[src/rtl/multi_voice_synth.sv]
// multi_voice_synth
//   Plays up to NUM_VOICES square-wave voices in parallel from an external
//   registered sequence ROM. Each voice has its own pitch and a 2-bit volume.
//   The voices are summed into a level word, and a first-order sigma-delta
//   modulator turns that level into a 1-bit stream for the audio pin.
//
// Parameters
//   NUM_VOICES  voice count (1..4)
//   STEP_BITS   one sequence step lasts 2^STEP_BITS clk cycles (2..30)
//   ADDR_BITS   the sequence is 2^ADDR_BITS steps long
//
// Ports
//   clk          system clock
//   rst_n        synchronous active-low reset
//   en           global run enable; 0 freezes every register
//   start        one-cycle pulse; (re)starts playback at step 0
//   stop         one-cycle pulse; returns to idle and silences all voices
//   loop_en      1: wrap after the last step, 0: one-shot
//   seq_addr     sequence ROM address
//   seq_data     ROM data, one byte per voice, valid 1 cycle after seq_addr
//   busy         high whenever the sequencer is not idle
//   voice_out    raw square wave of each voice
//   audio_level  registered mix of the sounding voices
//   audio_pdm    sigma-delta bitstream
module multi_voice_synth #(
  parameter int unsigned NUM_VOICES = 2,
  parameter int unsigned STEP_BITS  = 22,
  parameter int unsigned ADDR_BITS  = 8
) (
  input  logic                                  clk,
  input  logic                                  rst_n,
  input  logic                                  en,
  input  logic                                  start,
  input  logic                                  stop,
  input  logic                                  loop_en,
  output logic [ADDR_BITS-1:0]                  seq_addr,
  input  logic [8*NUM_VOICES-1:0]               seq_data,
  output logic                                  busy,
  output logic [NUM_VOICES-1:0]                 voice_out,
  output logic [$clog2(4*NUM_VOICES+1)-1:0]     audio_level,
  output logic                                  audio_pdm
);

  localparam int unsigned LVL_W = $clog2(4*NUM_VOICES+1);
  localparam int unsigned ACC_W = $clog2(8*NUM_VOICES);
  localparam int unsigned FS    = 4*NUM_VOICES;
  // PLAY lasts 2^STEP_BITS-2 cycles; the timer counts 0 .. 2^STEP_BITS-3.
  localparam logic [STEP_BITS-1:0] STEP_LAST = STEP_BITS'((2**STEP_BITS) - 3);

  typedef enum logic [1:0] {
    S_IDLE,
    S_FETCH,
    S_LOAD,
    S_PLAY
  } state_e;

  // Divider reload: semitone period minus one.
  function automatic logic [8:0] div_reload(input logic [5:0] code);
    logic [5:0] k;
    logic [3:0] s;
    k = (code == 6'd0) ? 6'd0 : code - 6'd1;
    s = 4'(k % 6'd12);
    case (s)
      4'd0:    return 9'd511;
      4'd1:    return 9'd480;
      4'd2:    return 9'd455;
      4'd3:    return 9'd430;
      4'd4:    return 9'd405;
      4'd5:    return 9'd383;
      4'd6:    return 9'd361;
      4'd7:    return 9'd341;
      4'd8:    return 9'd322;
      4'd9:    return 9'd303;
      4'd10:   return 9'd286;
      default: return 9'd270;
    endcase
  endfunction

  // Octave prescaler reload: (256 >> octave) - 1 == 255 >> octave.
  function automatic logic [7:0] pre_reload(input logic [5:0] code);
    logic [5:0] k;
    logic [2:0] o;
    k = (code == 6'd0) ? 6'd0 : code - 6'd1;
    o = 3'(k / 6'd12);
    return 8'hFF >> o;
  endfunction

  // ---------------------------------------------------------------------------
  // Sequencer FSM
  // ---------------------------------------------------------------------------
  state_e                 state_q, state_d;
  logic [ADDR_BITS-1:0]   addr_q, addr_d;
  logic [STEP_BITS-1:0]   timer_q, timer_d;
  logic                   play_end;

  logic                   voice_run;
  logic                   voice_load;
  logic                   voice_clear;

  always_ff @(posedge clk) begin
    if (!rst_n) begin
      state_q <= S_IDLE;
      addr_q  <= '0;
      timer_q <= '0;
    end else if (en) begin
      state_q <= state_d;
      addr_q  <= addr_d;
      timer_q <= timer_d;
    end
  end

  always_comb begin
    state_d  = state_q;
    addr_d   = addr_q;
    timer_d  = '0;
    play_end = (state_q == S_PLAY) && (timer_q == STEP_LAST);
    if (stop) begin
      state_d = S_IDLE;
      addr_d  = '0;
    end else if (start) begin
      state_d = S_FETCH;
      addr_d  = '0;
    end else begin
      case (state_q)
        S_IDLE:  state_d = S_IDLE;
        S_FETCH: state_d = S_LOAD;
        S_LOAD:  state_d = S_PLAY;
        S_PLAY: begin
          if (play_end) begin
            // The last address wraps to 0, which is also the idle address.
            addr_d  = addr_q + ADDR_BITS'(1);
            state_d = ((addr_q == '1) && !loop_en) ? S_IDLE : S_FETCH;
          end else begin
            state_d = S_PLAY;
            timer_d = timer_q + STEP_BITS'(1);
          end
        end
        default: state_d = S_IDLE;
      endcase
    end
  end

  always_comb begin
    busy        = (state_q != S_IDLE);
    seq_addr    = addr_q;
    voice_run   = (state_q != S_IDLE);
    voice_load  = (state_q == S_LOAD);
    // Voices fall silent on stop, on start and on every entry to idle.
    voice_clear = stop || start || (state_d == S_IDLE);
  end

  // ---------------------------------------------------------------------------
  // Voices
  // ---------------------------------------------------------------------------
  logic [NUM_VOICES-1:0][5:0] code_q, code_d;
  logic [NUM_VOICES-1:0][1:0] vol_q,  vol_d;
  logic [NUM_VOICES-1:0][8:0] div_q,  div_d;
  logic [NUM_VOICES-1:0][7:0] pre_q,  pre_d;
  logic [NUM_VOICES-1:0]      out_q,  out_d;

  always_comb begin
    code_d = code_q;
    vol_d  = vol_q;
    div_d  = div_q;
    pre_d  = pre_q;
    out_d  = out_q;
    for (int unsigned v = 0; v < NUM_VOICES; v++) begin
      if (voice_clear) begin
        code_d[v] = '0;
        vol_d[v]  = '0;
        div_d[v]  = div_reload(6'd0);
        pre_d[v]  = pre_reload(6'd0);
        out_d[v]  = 1'b0;
      end else if (voice_load && (seq_data[8*v +: 6] != code_q[v])) begin
        // New note (or rest): restart from reload with the output low.
        code_d[v] = seq_data[8*v +: 6];
        vol_d[v]  = seq_data[8*v+6 +: 2];
        div_d[v]  = div_reload(seq_data[8*v +: 6]);
        pre_d[v]  = pre_reload(seq_data[8*v +: 6]);
        out_d[v]  = 1'b0;
      end else begin
        // Legato: same code keeps its phase, only the volume changes.
        if (voice_load) begin
          vol_d[v] = seq_data[8*v+6 +: 2];
        end
        if (voice_run && (code_q[v] != '0)) begin
          if (div_q[v] == '0) begin
            div_d[v] = div_reload(code_q[v]);
            if (pre_q[v] == '0) begin
              pre_d[v] = pre_reload(code_q[v]);
              out_d[v] = ~out_q[v];
            end else begin
              pre_d[v] = pre_q[v] - 8'd1;
            end
          end else begin
            div_d[v] = div_q[v] - 9'd1;
          end
        end
      end
    end
  end

  always_ff @(posedge clk) begin
    if (!rst_n) begin
      for (int unsigned v = 0; v < NUM_VOICES; v++) begin
        code_q[v] <= '0;
        vol_q[v]  <= '0;
        div_q[v]  <= div_reload(6'd0);
        pre_q[v]  <= pre_reload(6'd0);
        out_q[v]  <= 1'b0;
      end
    end else if (en) begin
      code_q <= code_d;
      vol_q  <= vol_d;
      div_q  <= div_d;
      pre_q  <= pre_d;
      out_q  <= out_d;
    end
  end

  assign voice_out = out_q;

  // ---------------------------------------------------------------------------
  // Mixer and sigma-delta modulator
  // ---------------------------------------------------------------------------
  logic [LVL_W-1:0] lvl_q, lvl_d;
  logic [ACC_W-1:0] acc_q, acc_d, acc_n;
  logic             pdm_q, pdm_d;

  always_comb begin
    lvl_d = '0;
    for (int unsigned v = 0; v < NUM_VOICES; v++) begin
      if (out_q[v]) begin
        lvl_d = lvl_d + LVL_W'(vol_q[v]) + LVL_W'(1);
      end
    end
  end

  always_comb begin
    acc_n = acc_q + ACC_W'(lvl_q);
    if (acc_n >= ACC_W'(FS)) begin
      pdm_d = 1'b1;
      acc_d = acc_n - ACC_W'(FS);
    end else begin
      pdm_d = 1'b0;
      acc_d = acc_n;
    end
  end

  always_ff @(posedge clk) begin
    if (!rst_n) begin
      lvl_q <= '0;
      acc_q <= '0;
      pdm_q <= 1'b0;
    end else if (en) begin
      lvl_q <= lvl_d;
      acc_q <= acc_d;
      pdm_q <= pdm_d;
    end
  end

  assign audio_level = lvl_q;
  assign audio_pdm   = pdm_q;

endmodule

[config.mk]
export PLATFORM = sky130hd
export DESIGN_NAME = multi_voice_synth
export DESIGN_NICKNAME = d
export VERILOG_FILES = /design/src/rtl/multi_voice_synth.sv
export SDC_FILE = /design/constraint.sdc
export NUM_CORES = 1
export LEC_CHECK = 0
export CAP_MARGIN = 20
export CORE_MARGIN = 4
export CORE_UTILIZATION = 49
export CTS_CLUSTER_DIAMETER = 40
export CTS_CLUSTER_SIZE = 8
export DETAILED_ROUTE_END_ITERATION = 16
export GPL_TIMING_DRIVEN = 1
export PLACE_DENSITY = 0.67
export SLEW_MARGIN = 20
export SYNTH_ARGS = -nofsm -noshare
export SYNTH_HDL_FRONTEND = slang
export SYNTH_SLANG_ARGS = --single-unit
[constraint.sdc]
create_clock -name clk -period 7.2 [get_ports clk]
set_input_delay 0.72 -clock clk [delete_from_list [all_inputs] [get_ports clk]]
set_output_delay 0.72 -clock clk [all_outputs]
set_load 0.005 [all_outputs]
==> impl_metrics.yaml <==
outcome:
  status: "completed"
power:
  ir_drop_v: 0.000102
  cellLeakagePower_uw: 0.00314
  pwr_density_cell_nw_per_um2: 137
cells_and_area:
  num_antenna_cells: 0
  drive_gt1_frac: 0.0481
  synthToLayoutAreaGrowth_pct: 9.38
  final_common_cell: "nor2_1"
  layout_common_cells: "nor2_1, dfxtp_1, nand2_1"
  nNetsFinal: 1122
  finalInstanceArea_sq_um: 8560
  utilization: 0.555
  fin_cells: 1271
  fillers: 1521
clock_network:
  insertion_delay_ns: 0.36
  ctsHtreeMaxLevel: 3
  cts_resized: 0
  clkTransAtPathRegs_ns: 0.07
  tritoncts: "built"
  cts_hold_buf: 0
  numCtsBuffers: 9
  postCtsSetupBuffers: 0
  cts_sinks: 93
  cts_root_buf: "clkbuf_16"
  clockBufferDepth: 2
synthesis:
  synth_cells: 1064
  syn-num-nets: 1131
  yosysSeqAreaShare: 0.238
  yosysUniqueCellTypes: 85
  ys_top_cells_by_area: "dfxtp_1, ha_1, nor2_1"
  syn_area_sq_um: 7830
  ys_seq_elements: 93
  synth_edf_count: 0
  synthArstFlopShare: 0
  ys.flop_type: "dfxtp_1"
  syn_avg_cell_area_sq_um: 7.36
  yosys_warnings: 0
  synth_top_area_cell: "dfxtp_1"
  synth_top_area_frac: 0.238
grt:
  gr-total-overflow: 0
  grt_max_degree: 50
  grtUsageTotal: 0.221
  grt_pass1_vias: 6988
  antenna_found_initial: 0
  grt_pass1_wl_microns: 33800
route:
  route.layer.met1.wl_microns: 10100
  routed.top_layer: "met4"
  routedWlPerCell_microns: 15.7
  drt-total-wl_microns: 19900
  dr_wl_met2_microns: 8570
  drtIter0Drc: 741
  postRouteAntennaNets: 0
  via_per_inst: 5.97
  dr_total_vias: 7586
  wl_met3_microns: 918
  drc_errors: 0
  first_pass_iters: 5
timing:
  fin_crit_ns: 3.75
  finalSetupViolations: 0
  finalSetupTns_ns: 0
  grt_setup_unrepaired: "false"
  fmax_mhz: 267
  hold_ws_ns: 0.444
  fin_skew_ns: 0.00623
  slew_violations: 0
  finalCritPeriodShare: 0.521
  hold_viol: 0
  tightest_slew_ns: 0.890
  slew_headroom: 0.406
floorplan:
  dieWidth_microns: 134
  num_io_pins: 38
  die_h_microns: 134
  core_sq_um: 15400
  core.rowCount: 45
  start_util: 0.507
  die_area_sq_um: 18100
critical_path:
  start_kind: "input pin"
  cp.arrival_ns: 3.96
  crit_type: "in2reg"
  cp_max_fo: 11
  crit_chain: "clkdlybuf4s50_1 -> inv_1 -> ha_1 -> or3b_1 -> or4b_1 -> and4_4 -> o21ai_4 -> a21boi_2 -> o21a_1 -> a311oi_1 -> o221ai_1"
  critical_path.slowest_cell: "clkdlybuf4s50_1"
  critPathMaxStageDelay_ns: 0.60
  critPathRequiredTime_ns: 7.41
  reg2reg_depth: 10
  endpoint_kind: "register"
placement:
  io_buffers: 37
  place_inst: 1255
  routabilityCongestion: 0.935
  place_area_sq_um: 8260
  dp_hpwl_microns: 14400
flow_run:
  cap_violations: 0
worst_hold_path:
  hold_path.class: "reg2reg"
  holdPathStages: 2
==> metal layers <==
layer  track usage  vias up
met5             0        -
met4        0.0622        0
met3        0.0368       29
met2         0.333      186
met1         0.324     3524
li1              -     3847
==> through the flow <==
stage / setup slack (ns) / power, uW
after CTS: 3.48 / 1180
after global placement: 3.21 / 691
after floorplan: 4.11 / 646
final: 3.45 / 1170
after global routing: 3.30 / 1220
after detailed placement: 3.11 / 691
==> final timing paths <==
path	end	start	slack, ns
hold reg to reg	acc_q[3]	acc_q[3]	0.44
setup reg to reg	div_q[11]	code_q[6]	3.79
setup / recovery	div_q[14]	seq_data[8]	3.45
hold / removal	acc_q[3]	acc_q[3]	0.44
==> registers in the layout, summed over array words and instances, names as in the netlist <==
name         flops
div_q           18
voice_out        2
audio_pdm        1
acc_q            4
timer_q         22
audio_level      4
code_q          12
seq_addr         8
pre_q           16
vol_q            4
state_q          2
==> worst max-delay path: cells and delay by family <==
family | cells | cell delay (ns)
and+or+nand+nor | 3 | 1.08
buffers and inverters | 2 | 0.79
AOI/OAI and AO/OA | 5 | 1.00
adders and majority gates | 1 | 0.35
==> report_power, final <==
part           total (uW)  leakage (uW)  internal [uW]  switching, uW
logic                 159       0.00224           59.4           99.5
clock network         490      0.000150            249            242
registers             522      0.000752            518           4.15
total                1170       0.00314            826            345
==> synth_stat cells (5+ instances only) <==
library cell	count
o31a_1	5
nor4b_1	7
nor3b_1	8
xor2_1	38
nand2_1	84
nor4_1	7
a221oi_1	9
ha_1	43
nor2b_1	13
or3_1	14
clkbuf_1	47
nand3_1	30
nor3_1	50
nor2_1	140
and2_1	10
a31oi_1	15
a211oi_1	20
dfxtp_1	93
buf_2	14
o211ai_1	12
o21ai_1	22
o21a_1	12
or4_1	5
o22ai_1	5
a21oi_1	45
o2bb2ai_1	5
nand4_1	21
a22oi_1	22
inv_1	59
o31ai_1	10
nand2b_1	9
or2_2	7
and3_1	10
o21ai_0	43
xnor2_1	24
mux2i_1	10
==> area by class of cell <==
class	count	area [sq um]	area share
Timing Repair Buffer	46	433	0.0506
Tap cell	211	264	0.0308
Sequential cell	93	1860	0.217
Clock buffer	9	225	0.0263
Clock inverter	7	78.8	0.00921
Multi-Input combinational cell	846	5480	0.640
Inverter	59	221	0.0259
==> kinds of logic (layout without fill, tap and decap cells) <==
| group | Yosys count | in the layout | synth area share |
|---|---|---|---|
| AND/OR/NAND/NOR | 437 | 437 | 0.278 |
| AO/OA/AOI/OAI | 287 | 287 | 0.257 |
| adder cells (fa/ha/maj) | 47 | 47 | 0.0764 |
| XOR/XNOR | 62 | 62 | 0.0694 |
| multiplexers | 13 | 13 | 0.0185 |
| buffers and inverters | 125 | 121 | 0.0633 |
| flip-flops | 93 | 93 | 0.238 |
Power figures use the tool's default switching activity.
